[src/rtl/vga_scan_ctrl_if.sv]
// rtl/vga_scan_ctrl_if.sv - VRAM port-A read bus between the scan controller and VRAM
`timescale 1ns/1ps
interface vga_scan_ctrl_if;
  logic [13:0] vram_addr;
  logic        vram_en;
  logic        vram_ssr;
  logic        vram_dout_r;
  logic        vram_dout_g;
  logic        vram_dout_b;

  // Scan controller side: issues read addresses, receives pixel colour
  modport master (
    output vram_addr, vram_en, vram_ssr,
    input  vram_dout_r, vram_dout_g, vram_dout_b
  );

  // VRAM side: serves reads
  modport slave (
    input  vram_addr, vram_en, vram_ssr,
    output vram_dout_r, vram_dout_g, vram_dout_b
  );
endinterface

[src/rtl/vga_scan_ctrl.sv]
// rtl/vga_scan_ctrl.sv - VGA scan timing, scaled VRAM fetch and registered pin drive
`timescale 1ns/1ps
module vga_scan_ctrl #(
  parameter int CLK_DIV  = 2,
  parameter int H_ACTIVE = 640,
  parameter int H_FP     = 16,
  parameter int H_SYNC   = 96,
  parameter int H_BP     = 48,
  parameter int V_ACTIVE = 480,
  parameter int V_FP     = 10,
  parameter int V_SYNC   = 2,
  parameter int V_BP     = 33,
  parameter int SCALE    = 5
) (
  input  logic            clk,
  input  logic            reset,
  vga_scan_ctrl_if.master vram,
  output logic            vga_r,
  output logic            vga_g,
  output logic            vga_b,
  output logic            vga_hsync,
  output logic            vga_vsync,
  output logic            frame_start
);

  localparam int H_TOTAL = H_ACTIVE + H_FP + H_SYNC + H_BP;
  localparam int V_TOTAL = V_ACTIVE + V_FP + V_SYNC + V_BP;
  localparam int HW = $clog2(H_TOTAL);
  localparam int VW = $clog2(V_TOTAL);
  localparam int DW = $clog2(CLK_DIV);
  localparam int SW = $clog2(SCALE + 1);

  localparam logic [DW-1:0] DIV_LAST   = DW'(CLK_DIV - 1);
  localparam logic [SW-1:0] SUB_LAST   = SW'(SCALE - 1);
  localparam logic [HW-1:0] H_LAST     = HW'(H_TOTAL - 1);
  localparam logic [HW-1:0] H_ACT      = HW'(H_ACTIVE);
  localparam logic [HW-1:0] H_ACT_LAST = HW'(H_ACTIVE - 1);
  localparam logic [HW-1:0] HS_BEG     = HW'(H_ACTIVE + H_FP);
  localparam logic [HW-1:0] HS_END     = HW'(H_ACTIVE + H_FP + H_SYNC);
  localparam logic [VW-1:0] V_LAST     = VW'(V_TOTAL - 1);
  localparam logic [VW-1:0] V_ACT      = VW'(V_ACTIVE);
  localparam logic [VW-1:0] V_ACT_LAST = VW'(V_ACTIVE - 1);
  localparam logic [VW-1:0] VS_BEG     = VW'(V_ACTIVE + V_FP);
  localparam logic [VW-1:0] VS_END     = VW'(V_ACTIVE + V_FP + V_SYNC);

  logic [DW-1:0] div_q, div_d;
  logic          pix_tick;
  logic [HW-1:0] h_cnt_q, h_cnt_d;
  logic [VW-1:0] v_cnt_q, v_cnt_d;
  logic [SW-1:0] col_sub_q, col_sub_d, row_sub_q, row_sub_d;
  logic [6:0]    col_q, col_d, row_q, row_d;
  logic          h_wrap, v_wrap, active;

  logic [13:0]   addr_q;
  logic          en_q, ssr_q, act_f_q, fetch_vld_q;
  logic [HW-1:0] h_f_q;
  logic [VW-1:0] v_f_q;

  logic [2:0]    rgb_q;
  logic          hsync_q, vsync_q, frame_start_q;

  // Next-state for the pixel divider, scan position and VRAM scale counters.
  // Scale counters stop at the last visible column/row so col<=127, row<=95.
  always_comb begin
    pix_tick  = (div_q == DIV_LAST);
    div_d     = pix_tick ? '0 : div_q + 1'b1;
    h_wrap    = (h_cnt_q == H_LAST);
    v_wrap    = (v_cnt_q == V_LAST);
    active    = (h_cnt_q < H_ACT) && (v_cnt_q < V_ACT);
    h_cnt_d   = h_wrap ? '0 : h_cnt_q + 1'b1;
    v_cnt_d   = v_cnt_q;
    col_sub_d = col_sub_q;
    col_d     = col_q;
    row_sub_d = row_sub_q;
    row_d     = row_q;
    if (h_wrap) begin
      v_cnt_d   = v_wrap ? '0 : v_cnt_q + 1'b1;
      col_sub_d = '0;
      col_d     = '0;
      if (v_wrap) begin
        row_sub_d = '0;
        row_d     = '0;
      end else if (v_cnt_q < V_ACT_LAST) begin
        if (row_sub_q == SUB_LAST) begin
          row_sub_d = '0;
          row_d     = row_q + 1'b1;
        end else begin
          row_sub_d = row_sub_q + 1'b1;
        end
      end
    end else if (h_cnt_q < H_ACT_LAST) begin
      if (col_sub_q == SUB_LAST) begin
        col_sub_d = '0;
        col_d     = col_q + 1'b1;
      end else begin
        col_sub_d = col_sub_q + 1'b1;
      end
    end
  end

  // Timing state: divider runs every clk, scan counters step on pixel ticks
  always_ff @(posedge clk or posedge reset) begin
    if (reset) begin
      div_q     <= '0;
      h_cnt_q   <= '0;
      v_cnt_q   <= '0;
      col_sub_q <= '0;
      col_q     <= '0;
      row_sub_q <= '0;
      row_q     <= '0;
    end else begin
      div_q <= div_d;
      if (pix_tick) begin
        h_cnt_q   <= h_cnt_d;
        v_cnt_q   <= v_cnt_d;
        col_sub_q <= col_sub_d;
        col_q     <= col_d;
        row_sub_q <= row_sub_d;
        row_q     <= row_d;
      end
    end
  end

  // Fetch stage: issue the VRAM read and keep a copy of the position for the output stage
  always_ff @(posedge clk or posedge reset) begin
    if (reset) begin
      addr_q      <= '0;
      en_q        <= 1'b0;
      ssr_q       <= 1'b1;
      h_f_q       <= '0;
      v_f_q       <= '0;
      act_f_q     <= 1'b0;
      fetch_vld_q <= 1'b0;
    end else if (pix_tick) begin
      if (active) begin
        addr_q <= {row_q, col_q};
      end
      en_q        <= active;
      ssr_q       <= ~active;
      h_f_q       <= h_cnt_q;
      v_f_q       <= v_cnt_q;
      act_f_q     <= active;
      fetch_vld_q <= 1'b1;
    end
  end

  // Output stage: colour and syncs from the fetched pixel; frame_start is a one-clk pulse,
  // suppressed on the first tick after reset when the fetch copy is not yet real
  always_ff @(posedge clk or posedge reset) begin
    if (reset) begin
      rgb_q         <= 3'b000;
      hsync_q       <= 1'b1;
      vsync_q       <= 1'b1;
      frame_start_q <= 1'b0;
    end else begin
      frame_start_q <= 1'b0;
      if (pix_tick) begin
        rgb_q         <= act_f_q ? {vram.vram_dout_r, vram.vram_dout_g, vram.vram_dout_b} : 3'b000;
        hsync_q       <= ~((h_f_q >= HS_BEG) && (h_f_q < HS_END));
        vsync_q       <= ~((v_f_q >= VS_BEG) && (v_f_q < VS_END));
        frame_start_q <= fetch_vld_q && (h_f_q == '0) && (v_f_q == '0);
      end
    end
  end

  assign vram.vram_addr = addr_q;
  assign vram.vram_en   = en_q;
  assign vram.vram_ssr  = ssr_q;
  assign vga_r          = rgb_q[2];
  assign vga_g          = rgb_q[1];
  assign vga_b          = rgb_q[0];
  assign vga_hsync      = hsync_q;
  assign vga_vsync      = vsync_q;
  assign frame_start    = frame_start_q;

endmodule
[src/flat_wrapper.sv]
// flat-port wrapper written by rule: the top's interface ports become plain ports
module vga_scan_ctrl_flat 
#(
  parameter int CLK_DIV  = 2,
  parameter int H_ACTIVE = 640,
  parameter int H_FP     = 16,
  parameter int H_SYNC   = 96,
  parameter int H_BP     = 48,
  parameter int V_ACTIVE = 480,
  parameter int V_FP     = 10,
  parameter int V_SYNC   = 2,
  parameter int V_BP     = 33,
  parameter int SCALE    = 5
)
  (clk, reset, vga_r, vga_g, vga_b, vga_hsync, vga_vsync, frame_start, vram_vram_addr, vram_vram_en, vram_vram_ssr, vram_vram_dout_r, vram_vram_dout_g, vram_vram_dout_b);
  vga_scan_ctrl_if vram_i ();
  input  logic clk;
  input  logic reset;
  output logic vga_r;
  output logic vga_g;
  output logic vga_b;
  output logic vga_hsync;
  output logic vga_vsync;
  output logic frame_start;
  output wire logic [$bits(vram_i.vram_addr)-1:0] vram_vram_addr;
  output wire logic [$bits(vram_i.vram_en)-1:0] vram_vram_en;
  output wire logic [$bits(vram_i.vram_ssr)-1:0] vram_vram_ssr;
  input wire logic [$bits(vram_i.vram_dout_r)-1:0] vram_vram_dout_r;
  input wire logic [$bits(vram_i.vram_dout_g)-1:0] vram_vram_dout_g;
  input wire logic [$bits(vram_i.vram_dout_b)-1:0] vram_vram_dout_b;
  assign vram_vram_addr = vram_i.vram_addr;
  assign vram_vram_en = vram_i.vram_en;
  assign vram_vram_ssr = vram_i.vram_ssr;
  assign vram_i.vram_dout_r = vram_vram_dout_r;
  assign vram_i.vram_dout_g = vram_vram_dout_g;
  assign vram_i.vram_dout_b = vram_vram_dout_b;
  vga_scan_ctrl #(.CLK_DIV(CLK_DIV), .H_ACTIVE(H_ACTIVE), .H_FP(H_FP), .H_SYNC(H_SYNC), .H_BP(H_BP), .V_ACTIVE(V_ACTIVE), .V_FP(V_FP), .V_SYNC(V_SYNC), .V_BP(V_BP), .SCALE(SCALE)) u_core (.clk(clk), .reset(reset), .vram(vram_i), .vga_r(vga_r), .vga_g(vga_g), .vga_b(vga_b), .vga_hsync(vga_hsync), .vga_vsync(vga_vsync), .frame_start(frame_start));
endmodule
[config.mk]
export PLATFORM = sky130hd
export DESIGN_NAME = vga_scan_ctrl_flat
export DESIGN_NICKNAME = d
export VERILOG_FILES = /design/src/rtl/vga_scan_ctrl_if.sv /design/src/rtl/vga_scan_ctrl.sv /design/src/flat_wrapper.sv
export SDC_FILE = /design/constraint.sdc
export NUM_CORES = 1
export LEC_CHECK = 0
export ABC_AREA = 1
export ABC_CLOCK_PERIOD_IN_PS = 5800
export BUFFER_PORTS_ARGS = -buffer_cell sky130_fd_sc_hd__buf_4
export CELL_PAD_IN_SITES_DETAIL_PLACEMENT = 0
export CELL_PAD_IN_SITES_GLOBAL_PLACEMENT = 1
export CORE_MARGIN = 5
export CORE_UTILIZATION = 50
export CTS_BUF_LIST = sky130_fd_sc_hd__clkbuf_4 sky130_fd_sc_hd__clkbuf_8
export DETAILED_ROUTE_END_ITERATION = 16
export GPL_TIMING_DRIVEN = 0
export PLACE_DENSITY_LB_ADDON = 0.08
export SLEW_MARGIN = 25
export SYNTH_ARGS = -nofsm -noshare
export SYNTH_HDL_FRONTEND = slang
export SYNTH_SLANG_ARGS = --single-unit
[constraint.sdc]
create_clock -name clk -period 5.8 [get_ports clk]
set_clock_uncertainty 0.2 [all_clocks]
set_input_delay 1.16 -clock clk [delete_from_list [all_inputs] [get_ports clk]]
set_output_delay 1.16 -clock clk [all_outputs]
set_load 0.01 [all_outputs]
==> impl_metrics.env <==
export IMPL_grt_usage_pct=18.6
export IMPL_rows=33
export IMPL_syn_to_final_growth_pct=13.3
export IMPL_crit_chain="buf_4"
export IMPL_slew_viol_final=0
export IMPL_port_buffers=26
export IMPL_cts_sinks=84
export IMPL_gp_congestion=0.833
export IMPL_hold_buffers=0
export IMPL_synth_edf_count=0
export IMPL_placed_area_sq_mm=0.00451
export IMPL_grt_ovfl_total=0
export IMPL_ctsResizeCount=0
export IMPL_synth_most_common_cell="nand2_1"
export IMPL_diodes=0
export IMPL_cp_arrival_ns=1.00
export IMPL_hold_viol_final=0
export IMPL_avgSynthCellArea_sq_um=8.46
export IMPL_hold_path_class="register to register"
export IMPL_grt_antenna_before_repair=0
export IMPL_finalSetupTns_ns=0
export IMPL_dr_wl_met2_mm=4.12
export IMPL_syn_area_sq_mm=0.00415
export IMPL_wl_met3_microns=246
export IMPL_nets=543
export IMPL_synth_top_area_share_pct=48.8
export IMPL_cts_tree="built"
export IMPL_power_mw=1.03
export IMPL_synthCells=491
export IMPL_p_per_area_mw_per_mm2=218
export IMPL_post_cts_buffers=0
export IMPL_start_kind="register"
export IMPL_syn_nets=505
export IMPL_initial_utilization_pct=51.1
export IMPL_worstSetupPathType="register to output port"
export IMPL_synth_distinct_cells=34
export IMPL_wl_per_cell_microns=13.9
export IMPL_max_cap_violations=0
export IMPL_drc=0
export IMPL_grt_max_degree=54
export IMPL_post_route_cell_area_sq_mm=0.00471
export IMPL_vias_per_cell=5.13
export IMPL_end_kind="output port"
export IMPL_period_minus_slack_ns=2.36
export IMPL_clkLatencyLatePin_ns=0.35
export IMPL_max_freq_ghz=0.424
export IMPL_status="finished, final reports clean"
export IMPL_grt_pass1_vias=3062
export IMPL_top_layer_used="met4"
export IMPL_final_util_pct=57.9
export IMPL_setup_viol=0
export IMPL_ioPinCount=27
export IMPL_grt_setup_unrepaired="no"
export IMPL_die_height_microns=101
export IMPL_crit_buf_inv=1
export IMPL_cts_made_buffers=9
export IMPL_root_buffer="clkbuf_8"
export IMPL_ys_warn_count=0
export IMPL_routed_wl_mm=8.88
export IMPL_tightestPinTransition_ns=0.523
export IMPL_vias=3277
export IMPL_cp_required_ns=4.44
export IMPL_peakVddDrop_v=0.000138
export IMPL_synth_top_area_cell="dfrtp_1"
export IMPL_met1_length_mm=4.40
export IMPL_clkTransAtPathRegs_ns=0.08
export IMPL_timing_final_crit_share_pct=40.7
export IMPL_htreeDepth=3
export IMPL_ys_flop_type="dfrtp_1"
export IMPL_die_x_microns=101
export IMPL_slew_headroom_pct=65.2
export IMPL_async_flop_share_pct=100
export IMPL_ant_nets=0
export IMPL_drive_gt1_share_pct=16.5
export IMPL_grt_pass1_wl_mm=15.0
export IMPL_cp_max_fo=2
export IMPL_critPathMaxStageDelay_ns=0.54
export IMPL_ys_seq_elements=84
export IMPL_core_sq_mm=0.00813
export IMPL_drt_pass1_iterations=4
export IMPL_die_area_sq_mm=0.0102
export IMPL_synth_area_leaders="dfrtp_1 (49%), nand2_1 (12%), o21ai_0 (4.7%), inv_1 (4.6%), nand3_1 (4.6%)"
export IMPL_clk_path_buf_depth=2
export IMPL_total_leakage_power_nw=2.34
export IMPL_seq_area_frac_synth_pct=50.7
export IMPL_worst_hold_slack_ns=0.273
export IMPL_critPathTopFamily="flip-flops"
export IMPL_post_dp_hpwl_mm=6.43
export IMPL_synthTopCellsByCount="nand2_1 (130), dfrtp_1 (81), inv_1 (51)"
export IMPL_cpMaxStageDelayCell="dfstp_2"
export IMPL_drt_iter0_drc=132
[layer usage]
metal / track usage (%) / up-vias
met5: 0 / -
met4: 5.83 / 0
met3: 2.69 / 11
met2: 28.9 / 32
met1: 27.0 / 1560
li1: - / 1674
[state kept, by name, summed over array words and instances (netlist names)]
signal / count
u_core.div_q: 1
u_core.h_cnt_q: 10
u_core.vga_vsync: 1
u_core.h_f_q: 10
u_core.v_f_q: 10
u_core.col_q: 7
u_core.vram.vram_addr: 14
u_core.row_q: 7
u_core.v_cnt_q: 10
u_core.fetch_vld_q: 1
u_core.vram.vram_en: 1
u_core.vram.vram_ssr: 1
u_core.vga_hsync: 1
u_core.rgb_q: 3
u_core.row_sub_q: 3
u_core.col_sub_q: 3
u_core.frame_start: 1
[logic make-up (layout without fill, tap and decap cells)]
| kind of cell | after synthesis | in the layout | synth area share, % |
|---|---|---|---|
| compound gates | 55 | 55 | 7.41 |
| mux | 7 | 7 | 1.90 |
| xor+xnor | 10 | 10 | 2.11 |
| buf+inv | 68 | 111 | 6.75 |
| simple gates | 258 | 258 | 28.4 |
| fa+ha+maj | 9 | 9 | 2.71 |
| flops | 84 | 84 | 50.7 |
[cell usage in the layout (no fill, tap or decap), types with 3 or more instances in the layout]
cell	n
nor2_1	41
nand3_1	38
buf_4	27
clkbuf_4	3
clkbuf_8	9
o21ai_0	39
ha_1	9
inv_1	50
xor2_1	7
dfrtp_1	81
nand4_1	20
o21ai_2	7
a21oi_1	6
or2_2	3
dfstp_2	3
clkbuf_1	8
nand2_2	5
buf_2	3
nor4_1	4
mux2_2	7
nand2_1	130
xnor2_1	3
nor3_1	6
[where the power goes]
group	switching (mW)	leakage, nW	internal (mW)
logic	0.0134	1.14	0.00558
clock network	0.208	0.0968	0.213
registers	0.000557	1.10	0.586
[layout make-up]
class / count / area, sq um
plain buffers: 14 / 75.1
clock buffers: 12 / 146
clock inverters: 4 / 50.0
fillers: 728 / 3430
inverters: 54 / 208
multi-input cells: 339 / 1770
flip-flops and latches: 84 / 2110
well taps: 105 / 131
repair buffers: 27 / 223
[worst paths after layout]
path | start | to | slack (ns) | depth (start not counted)
max reg2reg | u_core.v_cnt_q[0]$_DFFE_PP0P_ | u_core.row_q[3]$_DFFE_PP0P_ | 3.66 | 9
min in group asynchronous | reset | u_core.vram.vram_addr[2]$_DFFE_PP0P_ | 0.62 | 2
min reg2reg | u_core.fetch_vld_q$_DFFE_PP0P_ | u_core.fetch_vld_q$_DFFE_PP0P_ | 0.27 | 1
min | u_core.fetch_vld_q$_DFFE_PP0P_ | u_core.fetch_vld_q$_DFFE_PP0P_ | 0.27 | 1
max | u_core.vram.vram_ssr$_DFFE_PP1P_ | vram_vram_ssr | 3.44 | 1
max in group asynchronous | reset | u_core.vga_hsync$_DFFE_PP1P_ | 4.12 | 3
[metrics by stage]
stage | std cells | setup slack (ns)
2_1_floorplan | 491 | 2.28
3_3_place_gp | 622 | 1.23
3_5_place_dp | 623 | 3.68
4_1_cts | 639 | 3.42
5_1_grt | 639 | 3.41
6_report | 639 | 3.44
Power figures use the tool's default switching activity.
